--- config.mk ---
export PLATFORM = sky130hd
export DESIGN_NAME = qdec
export DESIGN_NICKNAME = d
export VERILOG_FILES = /design/src/rtl/qdec.sv
export SDC_FILE = /design/constraint.sdc
export NUM_CORES = 1
export LEC_CHECK = 0
export CORE_ASPECT_RATIO = 1.5
export CORE_MARGIN = 5
export CORE_UTILIZATION = 45
export DETAILED_ROUTE_END_ITERATION = 10
export HOLD_SLACK_MARGIN = 0.03
export MAX_ROUTING_LAYER = met4
export PLACE_DENSITY = 0.72
export SLEW_MARGIN = 10
export SYNTH_ARGS = -nofsm -noshare
export SYNTH_HDL_FRONTEND = slang
export SYNTH_SLANG_ARGS = --single-unit
--- constraint.sdc ---
create_clock -name clk_i -period 5.05 [get_ports clk_i]
set_clock_uncertainty 0.15 [all_clocks]
set_input_delay 1.2625 -clock clk_i [delete_from_list [all_inputs] [get_ports clk_i]]
set_output_delay 1.2625 -clock clk_i [all_outputs]
set_load 0.05 [all_outputs]
--- src/rtl/qdec.sv ---
// Quadrature decoder: synchronised A/B/Z inputs, signed position counter, step pulse, sticky error.
// Define QDEC_ZRESET_EN to build the index (Z) zeroing feature; otherwise z_i and RST_ON_Z are ignored.
module qdec #(
  parameter int POSN_W      = 32,
  parameter int SYNC_STAGES = 2
) (
  input  logic              clk_i,
  input  logic              reset_i,
  input  logic              a_i,
  input  logic              b_i,
  input  logic              z_i,
  input  logic [POSN_W-1:0] SETP,
  input  logic              setp_wstb_i,
  input  logic              DIR,
  input  logic              RST_ON_Z,
  output logic [POSN_W-1:0] posn_o,
  output logic              step_o,
  output logic              err_o
);

  localparam logic [2:0] WARM_DONE = 3'(SYNC_STAGES + 1);

  logic [SYNC_STAGES-1:0] a_sync_q, b_sync_q;
  logic [1:0]             ab_cur, ab_prev_q;
  logic [2:0]             warm_q;
  logic                   armed;
  logic [POSN_W-1:0]      posn_q, posn_d;
  logic                   step_q, step_d;
  logic                   err_q, err_d;
  logic                   mv_legal, mv_up, mv_illegal;
  logic                   zero_req;

  assign ab_cur = {a_sync_q[SYNC_STAGES-1], b_sync_q[SYNC_STAGES-1]};
  // Counting waits until the synchroniser has refilled after reset and the
  // stored pair has been loaded once from it, so a non-00 rest state is silent.
  assign armed  = (warm_q == WARM_DONE);

`ifdef QDEC_ZRESET_EN
  logic [SYNC_STAGES-1:0] z_sync_q;
  logic                   z_prev_q;

  always_ff @(posedge clk_i) begin
    if (reset_i) begin
      z_sync_q <= '0;
      z_prev_q <= 1'b0;
    end else begin
      z_sync_q <= {z_sync_q[SYNC_STAGES-2:0], z_i};
      z_prev_q <= z_sync_q[SYNC_STAGES-1];
    end
  end

  assign zero_req = armed && RST_ON_Z && z_sync_q[SYNC_STAGES-1] && !z_prev_q;
`else
  logic unused_z;
  assign unused_z = z_i ^ RST_ON_Z;
  assign zero_req = 1'b0;
`endif

  always_comb begin
    mv_legal   = 1'b0;
    mv_up      = 1'b0;
    mv_illegal = 1'b0;
    case ({ab_prev_q, ab_cur})
      4'b00_10, 4'b10_11, 4'b11_01, 4'b01_00: begin
        mv_legal = 1'b1;
        mv_up    = 1'b1;
      end
      4'b00_01, 4'b01_11, 4'b11_10, 4'b10_00: mv_legal   = 1'b1;
      4'b00_11, 4'b11_00, 4'b01_10, 4'b10_01: mv_illegal = 1'b1;
      default: ;
    endcase
  end

  always_comb begin
    posn_d = posn_q;
    step_d = 1'b0;
    err_d  = err_q;
    if (armed && mv_illegal) err_d = 1'b1;
    if (setp_wstb_i) begin
      posn_d = SETP;
      err_d  = 1'b0;
    end else if (zero_req) begin
      posn_d = '0;
    end else if (armed && mv_legal) begin
      posn_d = (mv_up ^ DIR) ? posn_q + POSN_W'(1) : posn_q - POSN_W'(1);
      step_d = 1'b1;
    end
  end

  always_ff @(posedge clk_i) begin
    if (reset_i) begin
      a_sync_q  <= '0;
      b_sync_q  <= '0;
      ab_prev_q <= '0;
      warm_q    <= '0;
      posn_q    <= '0;
      step_q    <= 1'b0;
      err_q     <= 1'b0;
    end else begin
      a_sync_q  <= {a_sync_q[SYNC_STAGES-2:0], a_i};
      b_sync_q  <= {b_sync_q[SYNC_STAGES-2:0], b_i};
      ab_prev_q <= ab_cur;
      if (!armed) warm_q <= warm_q + 3'd1;
      posn_q    <= posn_d;
      step_q    <= step_d;
      err_q     <= err_d;
    end
  end

  assign posn_o = posn_q;
  assign step_o = step_q;
  assign err_o  = err_q;

endmodule

==> impl_metrics.csv, run 1 <==
group,metric,value,unit
route,via_per_inst,6.18,
power,powerDensity,243,nW/um^2
global_routing,grt_pass1_wl,19200,um
synthesis,ys_ff_latch,43,
die,die_h,118,um
die,die_area,9600,sq um
sta,setup_viol,0,
global_routing,met1_usage,28.5,%
synthesis,avgSynthCellArea,7.18,sq um
global_routing,grt_use_met3,3.22,%
layout,drive_gt1_share,6.82,%
status,outcome,"completed",
setup_path,cp.required,5.13,ns
setup_path,slowest_stage,"clkdlybuf4s50_1",
synthesis,async_reset_ff_share,0,%
power,pwr-share-clk,30.5,%
synthesis,synth_edf_count,0,
layout,syn2layout_area_growth,25.0,%
global_routing,grt_use_met2,45.1,%
setup_path,cp_max_fo,7,
job,drv_cap,0,
worst_hold_path,min_path_type,"register to register",
route,routedWlPerCell,18.6,um
sta,grt_setup_unrepaired,"no",
power,comb_power_share,30.6,%
synthesis,synth.most_common_cell,"nand2_1",
synthesis,synth.area.top_cells,"dfxtp_1 25%, nand2_1 5.8%, a21oi_1 4.8%, nor2_1 4.8%, xor2_1 4.5%",
setup_path,worst_r2r_endpoint,"posn_o[16]",
layout,regArea,861,sq um
global_routing,grt-ovfl-total,0,
sta,hold_viol_final,0,
synthesis,yosys.area.top_type,"dfxtp_1",
setup_path,cp.depth,12,
synthesis,synth_flop_cell,"dfxtp_1",
worst_hold_path,min_from,"a_sync_q[0]",
setup_path,cp.arrival,4.60,ns
sta,fin_setup_tns,0,ns
clock_network,hold_buffers,0,
global_routing,grtUsageTotal,25.9,%
setup_path,crit_buf_inv,1,
setup_path,rr_worst_depth,12,
setup_path,path_common_cell,"nand2_1",
die,rows,39,
clock_network,tritoncts,"built",
setup_path,endpoint_kind,"register",
route,routed-via-count,3896,
sta,drv_slew,0,
die,ios,74,
setup_path,path_cells,"clkdlybuf4s50_1 > or3_4 > nand2_1 > xnor2_1 > ha_1 > nand2_1 > nor3_1 > o21ai_0 > a22oi_1 > mux2_2 > a2111oi_0 > nand3b_1",
clock_network,cts_inserted_buffers,5,
power,p_switching,0.379,mW
synthesis,synth_top_cells_by_count,"54 x nand2_1, 44 x nor2_1, 43 x dfxtp_1, 33 x a21oi_1, 28 x clkbuf_1",
clock_network,clkLatencyLatePin,0.29,ns
global_routing,first_global_vias,3927,
synthesis,syn_inst,483,
clock_network,clockBufferDepth,2,
setup_path,rrSetupSlack,1.50,ns
sta,tightest_slew,0.918,ns
route,drc,0,
layout,fin_nets,570,
route,routed_wl,11700,um
die,initial_utilization,45.8,%
sta,slew_headroom,38.7,%
sta,min_period_over_period,89.4,%
clock_network,htree_levels,2,
synthesis,ys_seq_area_share,24.8,%
die,fp.dieW,81.7,um
power,ir_worst_vdd,177,uV
power,swShare,36.0,%
layout,fillers,737,
sta,whs,0.292,ns
layout,final_area,4330,sq um
global_routing,antenna_found_initial,0,
setup_path,startpoint,"DIR",
layout,multi_input_area,2390,sq um
placement,dp.cells,622,
setup_path,worstReg2RegStart,"a_sync_q[1]",
sta,min_period,4.52,ns
synthesis,syn_area,3470,sq um
clock_network,ctsResizeCount,0,
power,p_leak,1.51,nW
placement,gp_congestion,0.961,
clock_network,cts.sinks,43,
setup_path,endpoint,"posn_o[16]",
layout,insertedDiodeCount,0,
setup_path,worstSetupPathType,"primary input to register",
route,drtIter0Drc,213,
placement,hpwl,8490,um
clock_network,cts_setup_buffers,0,
clock_network,cts-root-buf,"clkbuf_16",
route,ant_nets,0,
synthesis,syn_nets,526,
sta,max_freq,0.221,GHz
layout,final-instance-count-excl-fill,630,
power,pwr-share-seq,38.9,%
synthesis,yosysWarnings,0,
power,intPower,0.674,mW
route,detail_route.first_pass.iterations,5,
global_routing,grt_max_degree,31,
placement,post_dp_cell_area,4190,sq um
clock_network,clk_pin_slew,0.06,ns
setup_path,crit_family,"simple AND/OR/NAND/NOR gates",
placement,io_buffers,71,
global_routing,gr-max-usage-layer,"met2",
setup_path,startpoint_type,"primary input",
synthesis,synth_top_area_share,24.8,%
synthesis,yosys.cell_types.count,61,
die,core-area,7560,sq um
setup_path,max_stage_delay,0.51,ns
[flip-flops by register name, indices dropped and copies added, names as in the netlist]
signal     cells
warm_q         3
err_o          1
a_sync_q       2
b_sync_q       2
step_o         1
posn_o        32
ab_prev_q      2
[how the worst min path moves through the flow]
| stage | endpoint | slack, ns | depth (start not counted) |
|---|---|---|---|
| floorplan | a_sync_q[1] | 0.26 | 1 |
| global placement | b_sync_q[1] | 0.27 | 1 |
| detailed placement | a_sync_q[1] | 0.28 | 1 |
| CTS | a_sync_q[1] | 0.30 | 1 |
| global route | a_sync_q[1] | 0.31 | 1 |
| finish | a_sync_q[1] | 0.29 | 1 |
[metrics by stage]
step                      total power [mW]  setup slack, ns  util (%)
after floorplan                      0.623            0.632         -
after global placement               0.731            0.379      55.4
after detailed placement             0.736            0.253      55.4
after CTS                             1.06            0.539      57.3
after global routing                  1.10            0.273      57.3
final                                 1.05            0.533      57.3
[logic make-up (layout without fill, tap and decap cells)]
| family | Yosys count | in the layout | synth area share (%) |
|---|---|---|---|
| flip-flops | 43 | 43 | 24.8 |
| XOR/XNOR | 30 | 30 | 7.58 |
| AO/OA/AOI/OAI | 110 | 110 | 21.9 |
| adder cells (fa/ha/maj) | 3 | 3 | 1.08 |
| multiplexers | 8 | 8 | 2.38 |
| AND/OR/NAND/NOR | 237 | 237 | 36.0 |
| buffers and inverters | 52 | 97 | 6.28 |
[power by group through the flow]
stage | Clock (mW) | Sequential, mW | Combinational, mW
after detailed placement | 0 | 0.416 | 0.320
after global routing | 0.341 | 0.414 | 0.348
after CTS | 0.331 | 0.409 | 0.321
after global placement | 0 | 0.416 | 0.316
final | 0.321 | 0.410 | 0.323
after floorplan | 0 | 0.443 | 0.180
[layout make-up]
class                   instances  share of cell area [%]
repair buffers                 80                    18.0
inverters                       9                   0.779
multi-input cells             388                    55.1
well taps                     102                    2.94
clock inverters                 3                   0.462
flip-flops and latches         43                    19.9
clock buffers                   5                    2.89
[placed cells by master (no fill, tap or decap), types with 4 or more instances in the layout]
cell / instances
o21ai_0: 20
o22ai_1: 7
nor2_1: 44
nand4b_1: 4
and3_1: 10
o2111ai_1: 4
or4_1: 9
nor2b_1: 6
nand2_1: 54
and2_1: 5
or3_1: 6
nor3_1: 19
nand3_1: 26
clkbuf_16: 5
a21oi_1: 33
xor2_1: 18
clkdlybuf4s50_1: 71
a211oi_1: 9
nor4_1: 18
xnor2_1: 12
nand4_1: 16
inv_1: 8
mux2i_1: 6
dfxtp_1: 43
buf_4: 9
[routing by layer]
metal  vias to the layer above  wire length, um
met2                       160             6230
met5                         -                0
li1                       1865                -
met1                      1838             4470
met4                         0              366
met3                        33              649
No activity file was read; power rests on OpenSTA's default activity.
==> run 2, diff against run 1 <==
--- a/config.mk
+++ b/config.mk
@@ -9,9 +9,11 @@
 export CORE_MARGIN = 5
 export CORE_UTILIZATION = 45
 export DETAILED_ROUTE_END_ITERATION = 10
+export GPL_TIMING_DRIVEN = 0
 export HOLD_SLACK_MARGIN = 0.03
 export MAX_ROUTING_LAYER = met4
 export PLACE_DENSITY = 0.72
+export SETUP_SLACK_MARGIN = 0.4
 export SLEW_MARGIN = 10
 export SYNTH_ARGS = -nofsm -noshare
 export SYNTH_HDL_FRONTEND = slang
==> impl_metrics.csv, run 2 (synthesized netlist as in run 1, its figures left out) <==
group,metric,value,unit
global_routing,antenna_found_initial,0,
die,die_area,9600,sq um
route,drtIter0Drc,272,
setup_path,worstSetupPathType,"primary input to register",
clock_network,htree_levels,2,
route,routed_wl,13700,um
route,routed-via-count,4155,
clock_network,cts.sinks,43,
setup_path,slowest_stage,"or3_4",
sta,tightest_slew,0.855,ns
sta,fin_setup_tns,0,ns
setup_path,path_common_cell,"or3_4",
die,initial_utilization,45.8,%
power,total_power,1.14,mW
route,via_per_inst,6.21,
clock_network,clockBufferDepth,2,
sta,timing.final.ws_setup,0.496,ns
layout,final_area,4590,sq um
setup_path,startpoint_type,"primary input",
global_routing,first_global_vias,4251,
placement,gp_congestion,1.01,
die,ios,74,
layout,insertedDiodeCount,0,
die,rows,39,
global_routing,grt-ovfl-total,0,
sta,setup_viol,0,
sta,grt_setup_unrepaired,"no",
clock_network,cts_inserted_buffers,5,
setup_path,cp.required,5.13,ns
power,powerDensity,249,nW/um^2
setup_path,cp.arrival,4.63,ns
power,swShare,35.5,%
power,ir_worst_vdd,220,uV
route,ant_nets,0,
setup_path,endpoint_kind,"register",
worst_hold_path,min_path_type,"register to register",
sta,max_freq,0.220,GHz
layout,final_cell_mix,"70 x clkdlybuf4s50_1, 53 x nand2_1, 44 x nor2_1, 43 x dfxtp_1, 33 x a21oi_1",
setup_path,cp_max_fo,10,
clock_network,clk_pin_slew,0.06,ns
power,pwr-share-clk,33.1,%
route,met1_length,4910,um
clock_network,tritoncts,"built",
layout,fin_nets,609,
global_routing,grt_pass1_wl,21500,um
sta,whs,0.308,ns
global_routing,grtUsageTotal,30.0,%
die,core-area,7560,sq um
global_routing,grt_max_degree,15,
layout,final_common_cell,"clkdlybuf4s50_1",
route,routedWlPerCell,20.5,um
power,p_switching,0.406,mW
power,intPower,0.738,mW
sta,drv_slew,0,
status,outcome,"completed",
sta,min_period_over_period,90.2,%
clock_network,cts-root-buf,"clkbuf_16",
clock_network,clkLatencyLatePin,0.29,ns
placement,post_dp_cell_area,4310,sq um
placement,hpwl,10300,um
route,wl_met2,6880,um
route,wl_met3,939,um
layout,drive_gt1_share,9.70,%
placement,place_ws,-0.582,ns
die,die_h,118,um
route,highest_layer,"met4",
sta,min_period,4.55,ns
power,pwr-share-seq,33.8,%
power,p_leak,1.62,nW
die,fp.dieW,81.7,um
layout,largest_register_ffs,32,
sta,slew_headroom,42.4,%
setup_path,max_stage_delay,0.40,ns
route,drc,0,
layout,fillers,725,
job,drv_cap,0,
power,comb_power_share,33.1,%
sta,hold_viol_final,0,
layout,syn2layout_area_growth,32.3,%
setup_path,path_cells,"dlygate4sd2_1 > or3_4 > buf_4 > nand2_4 > buf_8 > xnor2_1 > ha_2 > or3_4 > or2_2 > nand4b_1 > a22oi_2 > mux2_4 > a2111oi_2 > nand3b_1",
route,detail_route.first_pass.iterations,4,
placement,io_buffers,71,
clock_network,hold_buffers,0,
-- run 2: power by group through the flow --
stage	sequential, mW	combinational [mW]	clock (mW)
after floorplan	0.443	0.180	0
after global placement	0.393	0.353	0
after detailed placement	0.394	0.357	0
after CTS	0.387	0.367	0.387
after global routing	0.390	0.405	0.397
final	0.387	0.378	0.379
-- run 2: worst paths after layout --
path | slack, ns | from | to | cells past startpoint
max | 0.50 | DIR | posn_o[16] | 14
max reg2reg | 1.13 | b_sync_q[1] | posn_o[16] | 14
min | 0.31 | b_sync_q[0] | b_sync_q[1] | 1
min reg2reg | 0.31 | b_sync_q[0] | b_sync_q[1] | 1
-- run 2: stage by stage --
step                instances  util [%]
floorplan                 483         -
global placement          656      56.9
detailed placement        656      56.9
CTS                       667      59.9
global route              669      60.7
finish                    669      60.7
-- run 2: layer usage --
layer	global-route usage [%]	up-vias
met5	-	-
met4	23.0	0
met3	5.05	60
met2	49.8	217
met1	30.3	1930
li1	-	1948
-- run 2: worst max-delay path, delay by kind of cell --
kind / cells / cell delay, ns
simple gates: 6 / 1.57
buf+inv: 3 / 0.67
compound gates: 2 / 0.48
mux: 1 / 0.36
fa+ha+maj: 1 / 0.21
xor+xnor: 1 / 0.08
-- run 2: repair_timing --
| item | 4_1_cts | 5_1_grt |
|---|---|---|
| endpoints found under the setup margin | 14 | 7 |
| pin swaps | 2 | 2 |
| gates resized for setup | 11 | 11 |
| buffers inserted | 3 | 2 |
-- run 2: final cells by class --
| cell class | count | area (sq um) | area share, % |
|---|---|---|---|
| repair buffers | 76 | 747 | 16.3 |
| clock inverters | 3 | 43.8 | 0.954 |
| clock buffers | 5 | 125 | 2.73 |
| plain buffers | 43 | 196 | 4.28 |
| flip-flops and latches | 43 | 861 | 18.8 |
| well taps | 102 | 128 | 2.78 |
| multi-input cells | 388 | 2450 | 53.5 |
| inverters | 9 | 33.8 | 0.736 |
